==> config.mk <==
export PLATFORM = sky130hd
export DESIGN_NAME = vga_timing_gen_flat
export DESIGN_NICKNAME = d
export VERILOG_FILES = /design/src/rtl/vga_timing_gen_if.sv /design/src/rtl/vga_timing_gen.sv /design/src/flat_wrapper.sv
export SDC_FILE = /design/constraint.sdc
export NUM_CORES = 1
export LEC_CHECK = 0
export ABC_AREA = 1
export CAP_MARGIN = 10
export CORE_UTILIZATION = 41
export DETAILED_ROUTE_END_ITERATION = 10
export GPL_TIMING_DRIVEN = 0
export PLACE_DENSITY_LB_ADDON = 0.08
export SYNTH_ARGS = -nofsm -noshare
export SYNTH_HDL_FRONTEND = slang
export SYNTH_SLANG_ARGS = --single-unit
==> constraint.sdc <==
create_clock -name CLK -period 2.6 [get_ports CLK]
set_input_delay 0.26 -clock CLK [delete_from_list [all_inputs] [get_ports CLK]]
set_output_delay 0.26 -clock CLK [all_outputs]
set_load 0.05 [all_outputs]
==> src/rtl/vga_timing_gen_if.sv <==
// Raster timing bundle from the VGA timing generator to the pixel generator.
interface vga_timing_gen_if;
    logic       pixEna;
    logic       HSync;
    logic       VSync;
    logic [9:0] HPix;
    logic [9:0] VPix;
    logic       blank;
    logic       frameStart;

    modport master (output pixEna, HSync, VSync, HPix, VPix, blank, frameStart);
    modport slave  (input  pixEna, HSync, VSync, HPix, VPix, blank, frameStart);
endinterface

==> src/rtl/vga_timing_gen.sv <==
// VGA raster timing: pixel strobe from a clock-enable divider, h/v counters,
// and registered sync / 1-based coordinate outputs (0 = blanking).
module vga_timing_gen #(
    parameter int unsigned DIV    = 4,
    parameter int unsigned H_VIS  = 640,
    parameter int unsigned H_FP   = 16,
    parameter int unsigned H_SYNC = 96,
    parameter int unsigned H_BP   = 48,
    parameter int unsigned V_VIS  = 480,
    parameter int unsigned V_FP   = 10,
    parameter int unsigned V_SYNC = 2,
    parameter int unsigned V_BP   = 33
) (
    input  logic             CLK,
    input  logic             CLR,
    vga_timing_gen_if.master vga
);
    localparam int unsigned H_TOT = H_VIS + H_FP + H_SYNC + H_BP;
    localparam int unsigned V_TOT = V_VIS + V_FP + V_SYNC + V_BP;
    localparam int unsigned DW    = $clog2(DIV);

    localparam logic [DW-1:0] DIV_LAST = DW'(DIV - 1);
    localparam logic [9:0]    H_LAST   = 10'(H_TOT - 1);
    localparam logic [9:0]    V_LAST   = 10'(V_TOT - 1);
    localparam logic [9:0]    H_VIS_C  = 10'(H_VIS);
    localparam logic [9:0]    V_VIS_C  = 10'(V_VIS);
    localparam logic [9:0]    HS_BEG   = 10'(H_VIS + H_FP);
    localparam logic [9:0]    HS_END   = 10'(H_VIS + H_FP + H_SYNC);
    localparam logic [9:0]    VS_BEG   = 10'(V_VIS + V_FP);
    localparam logic [9:0]    VS_END   = 10'(V_VIS + V_FP + V_SYNC);

    logic [DW-1:0] r_divcnt;
    logic [9:0]    r_hcnt;
    logic [9:0]    r_vcnt;
    logic [9:0]    r_hpix;
    logic [9:0]    r_vpix;
    logic          r_hsync;
    logic          r_vsync;
    logic          r_blank;
    logic          r_frame_start;

    logic          w_pix_ena;
    logic [9:0]    w_hcnt_nxt;
    logic [9:0]    w_vcnt_nxt;
    logic          w_hvis;
    logic          w_vvis;

    assign w_pix_ena = (r_divcnt == DIV_LAST);

    always_comb begin
        w_hcnt_nxt = r_hcnt;
        w_vcnt_nxt = r_vcnt;
        if (w_pix_ena) begin
            if (r_hcnt == H_LAST) begin
                w_hcnt_nxt = '0;
                w_vcnt_nxt = (r_vcnt == V_LAST) ? '0 : r_vcnt + 10'd1;
            end else begin
                w_hcnt_nxt = r_hcnt + 10'd1;
            end
        end
    end

    // Outputs decode the next-state counters so they land on the same edge.
    assign w_hvis = (w_hcnt_nxt < H_VIS_C);
    assign w_vvis = (w_vcnt_nxt < V_VIS_C);

    always_ff @(posedge CLK) begin
        if (CLR) begin
            r_divcnt      <= '0;
            r_hcnt        <= H_LAST;
            r_vcnt        <= V_LAST;
            r_hpix        <= '0;
            r_vpix        <= '0;
            r_hsync       <= 1'b1;
            r_vsync       <= 1'b1;
            r_blank       <= 1'b1;
            r_frame_start <= 1'b0;
        end else begin
            r_divcnt      <= w_pix_ena ? '0 : r_divcnt + DW'(1);
            r_hcnt        <= w_hcnt_nxt;
            r_vcnt        <= w_vcnt_nxt;
            r_hpix        <= w_hvis ? w_hcnt_nxt + 10'd1 : '0;
            r_vpix        <= w_vvis ? w_vcnt_nxt + 10'd1 : '0;
            r_hsync       <= !((w_hcnt_nxt >= HS_BEG) && (w_hcnt_nxt < HS_END));
            r_vsync       <= !((w_vcnt_nxt >= VS_BEG) && (w_vcnt_nxt < VS_END));
            r_blank       <= !(w_hvis && w_vvis);
            r_frame_start <= w_pix_ena && (w_hcnt_nxt == '0) && (w_vcnt_nxt == '0);
        end
    end

    assign vga.pixEna     = w_pix_ena;
    assign vga.HSync      = r_hsync;
    assign vga.VSync      = r_vsync;
    assign vga.HPix       = r_hpix;
    assign vga.VPix       = r_vpix;
    assign vga.blank      = r_blank;
    assign vga.frameStart = r_frame_start;
endmodule

==> src/flat_wrapper.sv <==
// flat-port wrapper written by rule: the top's interface ports become plain ports
module vga_timing_gen_flat 
#(
    parameter int unsigned DIV    = 4,
    parameter int unsigned H_VIS  = 640,
    parameter int unsigned H_FP   = 16,
    parameter int unsigned H_SYNC = 96,
    parameter int unsigned H_BP   = 48,
    parameter int unsigned V_VIS  = 480,
    parameter int unsigned V_FP   = 10,
    parameter int unsigned V_SYNC = 2,
    parameter int unsigned V_BP   = 33
)
  (CLK, CLR, vga_pixEna, vga_HSync, vga_VSync, vga_HPix, vga_VPix, vga_blank, vga_frameStart);
  vga_timing_gen_if vga_i ();
  input  logic CLK;
  input  logic CLR;
  output wire logic [$bits(vga_i.pixEna)-1:0] vga_pixEna;
  output wire logic [$bits(vga_i.HSync)-1:0] vga_HSync;
  output wire logic [$bits(vga_i.VSync)-1:0] vga_VSync;
  output wire logic [$bits(vga_i.HPix)-1:0] vga_HPix;
  output wire logic [$bits(vga_i.VPix)-1:0] vga_VPix;
  output wire logic [$bits(vga_i.blank)-1:0] vga_blank;
  output wire logic [$bits(vga_i.frameStart)-1:0] vga_frameStart;
  assign vga_pixEna = vga_i.pixEna;
  assign vga_HSync = vga_i.HSync;
  assign vga_VSync = vga_i.VSync;
  assign vga_HPix = vga_i.HPix;
  assign vga_VPix = vga_i.VPix;
  assign vga_blank = vga_i.blank;
  assign vga_frameStart = vga_i.frameStart;
  vga_timing_gen #(.DIV(DIV), .H_VIS(H_VIS), .H_FP(H_FP), .H_SYNC(H_SYNC), .H_BP(H_BP), .V_VIS(V_VIS), .V_FP(V_FP), .V_SYNC(V_SYNC), .V_BP(V_BP)) u_core (.CLK(CLK), .CLR(CLR), .vga(vga_i));
endmodule
==> flow_summary.yaml, run 1 <==
yosys:
  syn_area_um2: 2480
  ys_top_cells_by_count: "nand2_1, dfxtp_1, inv_1"
  yosys_most_used_dff: "dfxtp_1"
  seq_area_frac_synth: 0.371
  synth_area_per_cell_um2: 7.32
  syn-num-nets: 349
  netlist_instances: 339
  ys_warn_count: 0
  synthTopCellsByArea: "dfxtp_1, nand2_1, inv_1, nor2_1, nand3_1"
  synth.top_cell.area_share: 0.371
  yosys.area.top_type: "dfxtp_1"
  synth_most_common_cell: "nand2_1"
  synth_edf_count: 0
  ys_ff_latch: 46
  ys_types: 35
  synthArstFlopShare: 0
clocking:
  numCtsBuffers: 5
  clock_sinks: 46
  clk_latency_ns: 0.30
  cts.hold.buffers_added: 0
  cts_tree: "built"
  cts_setup_buffers: 0
  root_buffer: "clkbuf_8"
  cts_resized: 0
  path_clk_slew_ns: 0.08
  clk_path_buf_depth: 2
  htreeDepth: 2
worst_setup_path:
  crit_type: "flop to flop"
  critPathSlowestCell: "dfxtp_1"
  start_kind: "flop"
  cp_slowest_stage_delay_ns: 0.32
  path_cells: "ha_1, nand2_1, inv_1, nand3_4, nor2_8, buf_6, a21oi_2, ha_1, nand2_1, nor2_1, nand4_1, a21oi_1"
  worstSetupEndpointType: "flop"
  cp_data_arrival_time_ns: 2.52
  cp.required_ns: 2.83
  crit_path_max_fanout: 10
detailed_routing:
  wl_per_cell_um: 12.5
  vias_per_cell: 4.95
  antenna_left: 0
  dr.first_iter.drc_count: 143
  remaining_drc_errors: 0
  via_count: 2201
  drtPass1Iterations: 4
  wl_um: 5560
sta:
  clock_skew_ns: 0.00396
  worstMarginPinSlew_ns: 0.558
  grt_setup_unrepaired: "no"
  drv_slew: 0
  slew_headroom: 0.627
  setup_viol: 0
  clock.fmax_mhz: 437
  layout_min_cycle_time_ns: 2.29
  finalWorstSetupSlack_ns: 0.310
  min_period_over_period: 0.881
  finalHoldViolations: 0
  fin_setup_tns_ns: 0
  fin_hold_ws_ns: 0.432
layout:
  drive_gt1_frac: 0.174
  multiInputGateArea_um2: 1350
  num-fill-cells: 555
  ff_latch_area_um2: 921
  finalNonFillerCells: 445
  finish.net_count: 382
  diodes: 0
  syn_to_final_growth_pct: 18.6
global_routing:
  antenna_found_initial: 0
  grt_max_degree: 15
  grt_usage: 0.190
  overflow: 0
  grt_pass1_vias: 1930
  grt_pass1_wl_um: 9150
pwr:
  seq_power_share: 0.437
  total_power_uw: 1750
  p_sw_frac: 0.336
  ir_worst_vdd_uv: 287
  powerDensity_nw_per_um2: 595
  p_sw_uw: 588
  intPower_uw: 1160
  clkPwrFrac: 0.305
  comb_power_share: 0.258
  total_leakage_power_uw: 0.00128
die:
  initial_core_util: 0.437
  rows: 27
  io-pin-count: 27
  die_h_um: 79.8
  fp.dieArea_um2: 6370
  die_x_um: 79.8
  core_um2: 5680
run:
  cap_violations: 0
placed_design:
  hpwl_um: 4180
  port_buffers: 26
  post-place-ws_ns: 0.301
  gp_congestion: 0.858
  dp.cells: 437
worst_hold_path:
  hp-class: "flop to flop"
status:
  status: "completed"
[kinds of logic after synthesis]
logic type / after synthesis / synth area share
flip-flops: 46 / 0.371
buffers and inverters: 54 / 0.0862
AND/OR/NAND/NOR: 202 / 0.420
XOR/XNOR: 7 / 0.0247
adder cells (fa/ha/maj): 8 / 0.0403
AO/OA/AOI/OAI: 21 / 0.0560
other: 1 / 0.00151
[cell usage in the layout (no fill, tap or decap)]
master,instances
a21oi_1,6
nor3_2,2
or2_1,1
nor3_4,2
buf_6,1
conb_1,1
nand3_1,21
dfxtp_1,46
nand3b_1,1
or2_0,1
nand2_1,75
clkinv_2,1
o21ai_2,1
clkbuf_1,3
buf_2,2
o21ai_1,2
nand3_2,8
nor2_2,10
nand4_2,1
o21ai_0,4
nor2b_1,1
nand2_2,10
xnor2_1,1
inv_2,8
nor3_1,9
nand4_1,16
nand3_4,1
nand2_4,2
ha_1,8
bufinv_16,1
nor2_8,1
inv_1,40
xor2_1,6
clkdlybuf4s50_1,26
clkbuf_8,5
a21oi_2,8
nor3b_1,1
clkinvlp_4,1
nor2_1,39
[per-layer routing]
metal,GRT usage,part of all wire,routed length (um)
met3,0.0446,0.040,224
met4,0.0589,0.012,65
met5,0,0,0
met2,0.261,0.40,2230
met1,0.288,0.55,3050
[flip-flops by register name, summed over array words and instances (netlist names)]
signal,cells
u_core.vga.VPix,10
u_core.vga.HSync,1
u_core.r_hcnt,10
u_core.vga.frameStart,1
u_core.vga.blank,1
u_core.vga.VSync,1
u_core.r_vcnt,10
u_core.r_divcnt,2
u_core.vga.HPix,10
[final timing paths]
path / endpoint / start / cells past startpoint / slack (ns)
hold / removal: u_core.r_divcnt[0] / u_core.r_divcnt[0] / 1 / 0.43
setup reg to reg: u_core.vga.HPix[8] / u_core.r_divcnt[0] / 12 / 0.31
hold reg to reg: u_core.r_divcnt[0] / u_core.r_divcnt[0] / 1 / 0.43
setup / recovery: u_core.vga.HPix[8] / u_core.r_divcnt[0] / 12 / 0.31
[layout make-up]
type,instances,area share
Multi-Input combinational cell,239,0.458
Inverter,49,0.0630
Sequential cell,46,0.313
Buffer,5,0.00978
Clock buffer,6,0.0247
Clock inverter,2,0.0128
Tap cell,72,0.0306
Timing Repair Buffer,26,0.0885
[per-stage QoR]
| step | cell area [um2] | util |
|---|---|---|
| detailed placement | 2830 | 0.499 |
| global route | 2940 | 0.518 |
| finish | 2940 | 0.518 |
| CTS | 2940 | 0.518 |
| global placement | 2830 | 0.499 |
| floorplan | 2480 | - |
[critical path: cells and delay by family (launching register included)]
| kind | cells | cell delay, ns |
|---|---|---|
| flops | 1 | 0.32 |
| fa+ha+maj | 2 | 0.47 |
| buf+inv | 2 | 0.23 |
| compound gates | 2 | 0.39 |
| simple gates | 6 | 0.80 |
[power by group through the flow]
stage               Clock, uW  Sequential (uW)  Combinational (uW)
floorplan                   0              839                 282
finish                    535              765                 451
global route              579              769                 503
global placement            0              780                 453
CTS                       551              765                 452
detailed placement          0              781                 449
(Power assumes the default switching activity.)
==> run 2, diff against run 1 <==
--- a/config.mk
+++ b/config.mk
@@ -7,6 +7,7 @@
 export LEC_CHECK = 0
 export ABC_AREA = 1
 export CAP_MARGIN = 10
+export CORE_MARGIN = 4
 export CORE_UTILIZATION = 41
 export DETAILED_ROUTE_END_ITERATION = 10
 export GPL_TIMING_DRIVEN = 0
==> run 2 against run 1 <==
Hold slack gained 0.0027 ns. Flip-flop and latch count is the same. Largest power group unchanged. Non-clock buffer count is the same. Clock skew is essentially flat. Critical endpoint unchanged. Critical path depth is the same. Count of clock-buffer cells in the layout is the same. Critical path type unchanged. Routed wire length grew 0.76%. Die area grew 16%. Final area shrank 0.38%.
==> flow_summary.yaml, run 2 (same netlist as run 1, synthesis figures left out) <==
worst_setup_path:
  cp_slowest_stage_delay_ns: 0.32
  crit_path_max_fanout: 10
  crit_cells: 12
  rrSetupSlack_ns: 0.27
  crit_family: "simple AND/OR/NAND/NOR gates"
  critPathSlowestCell: "dfxtp_1"
  startpoint: "u_core.r_divcnt[0]"
  r2r-end: "u_core.vga.HPix[8]"
  crit_end: "u_core.vga.HPix[8]"
  crit_type: "flop to flop"
  cp_data_arrival_time_ns: 2.57
  cp.required_ns: 2.83
  worstSetupEndpointType: "flop"
  reg2reg_depth: 12
  start_kind: "flop"
  reg2reg_from: "u_core.r_divcnt[0]"
  path_cells: "ha_1, nand2_1, inv_1, nand3_4, nor2_8, buf_6, a21oi_2, ha_1, nand2_1, nor2_1, nand4_1, a21oi_1"
  path_buf_inv: 2
placed_design:
  dp.cells: 440
  gp_congestion: 0.886
  post-place-ws_ns: 0.341
  port_buffers: 26
  hpwl_um: 4370
layout:
  syn_to_final_growth_pct: 18.1
  layout_common_cells: "nand2_1, dfxtp_1, inv_1"
  finalNonFillerCells: 448
  finish.net_count: 382
  diodes: 0
  layout_commonest_cell: "nand2_1"
  drive_gt1_frac: 0.177
clocking:
  clk_path_buf_depth: 2
  root_buffer: "clkbuf_8"
  clk_latency_ns: 0.30
  cts_setup_buffers: 0
  htreeDepth: 2
  cts.hold.buffers_added: 0
  path_clk_slew_ns: 0.09
  cts_resized: 0
  clock_sinks: 46
  numCtsBuffers: 5
  cts_tree: "built"
pwr:
  clkPwrFrac: 0.276
  total_leakage_power_uw: 0.00128
  intPower_uw: 1090
  ir_worst_vdd_uv: 260
  p_sw_frac: 0.355
  seq_power_share: 0.452
  total_power_uw: 1690
  comb_power_share: 0.272
  p_sw_uw: 600
  powerDensity_nw_per_um2: 577
detailed_routing:
  dr.first_iter.drc_count: 66
  wl_um: 5600
  drtPass1Iterations: 4
  antenna_left: 0
  wl_per_cell_um: 12.5
  remaining_drc_errors: 0
  via_count: 2143
  vias_per_cell: 4.78
global_routing:
  overflow: 0
  grt_pass1_wl_um: 10200
  grt_max_degree: 15
  grt_pass1_vias: 2123
  antenna_found_initial: 0
  grt_usage: 0.174
die:
  initial_core_util: 0.422
  die_h_um: 85.8
  fp.dieArea_um2: 7360
  die_x_um: 85.8
  io-pin-count: 27
  rows: 28
  core_um2: 5890
sta:
  min_period_over_period: 0.897
  slew_headroom: 0.651
  grt_setup_unrepaired: "no"
  clock_skew_ns: 0.00442
  setup_viol: 0
  drv_slew: 0
  clock.fmax_mhz: 429
  finalHoldViolations: 0
  layout_min_cycle_time_ns: 2.33
  fin_setup_tns_ns: 0
  worstMarginPinSlew_ns: 0.523
  fin_hold_ws_ns: 0.435
  finalWorstSetupSlack_ns: 0.268
status:
  status: "completed"
run:
  cap_violations: 0
worst_hold_path:
  hp-class: "flop to flop"
  hold_path.startpoint: "u_core.r_divcnt[0]"
## run 2: cell types whose count changed in the layout (fill, tap and decap cells not counted)
cell       before  now
clkbuf_8        5    6
clkinv_2        1    2
clkbuf_1        3    2
bufinv_16       1    0
## run 2: power groups by stage
stage,clock [uW],sequential (uW),combinational [uW]
finish,467,764,460
global route,514,770,516
CTS,481,764,461
detailed placement,0,780,459
global placement,0,779,458
floorplan,0,839,282
## run 2: final cells by class
cell class              instances  area, um2
clock inverters                 2       12.5
fillers                       616       2960
flip-flops and latches         46        921
inverters                      49        185
plain buffers                   5       28.8
repair buffers                 26        260
clock buffers                   6       82.6
multi-input cells             239       1350
well taps                      75       93.8
## run 2: per-layer routing
| metal | share of wire | vias to the layer above | global-route usage | wire length (um) |
|---|---|---|---|---|
| met1 | 0.50 | 941 | 0.245 | 2830 |
| met2 | 0.42 | 52 | 0.266 | 2380 |
| met5 | 0 | - | 0 | 0 |
| li1 | - | 1144 | - | - |
| met4 | 0.012 | 0 | 0.0561 | 70 |
| met3 | 0.058 | 6 | 0.0375 | 326 |
## run 2: how the worst min path moves through the flow
stage | end | slack [ns] | cells after the start
floorplan | u_core.r_divcnt[1] | 0.34 | 1
global placement | u_core.r_divcnt[0] | 0.42 | 1
detailed placement | u_core.r_divcnt[0] | 0.42 | 1
CTS | u_core.r_divcnt[0] | 0.43 | 1
global route | u_core.r_divcnt[0] | 0.47 | 1
finish | u_core.r_divcnt[0] | 0.44 | 1
## run 2: through the flow
stage,instance area [um2],util
global route,2930,0.498
global placement,2840,0.482
detailed placement,2840,0.482
CTS,2930,0.498
finish,2930,0.498
floorplan,2480,-
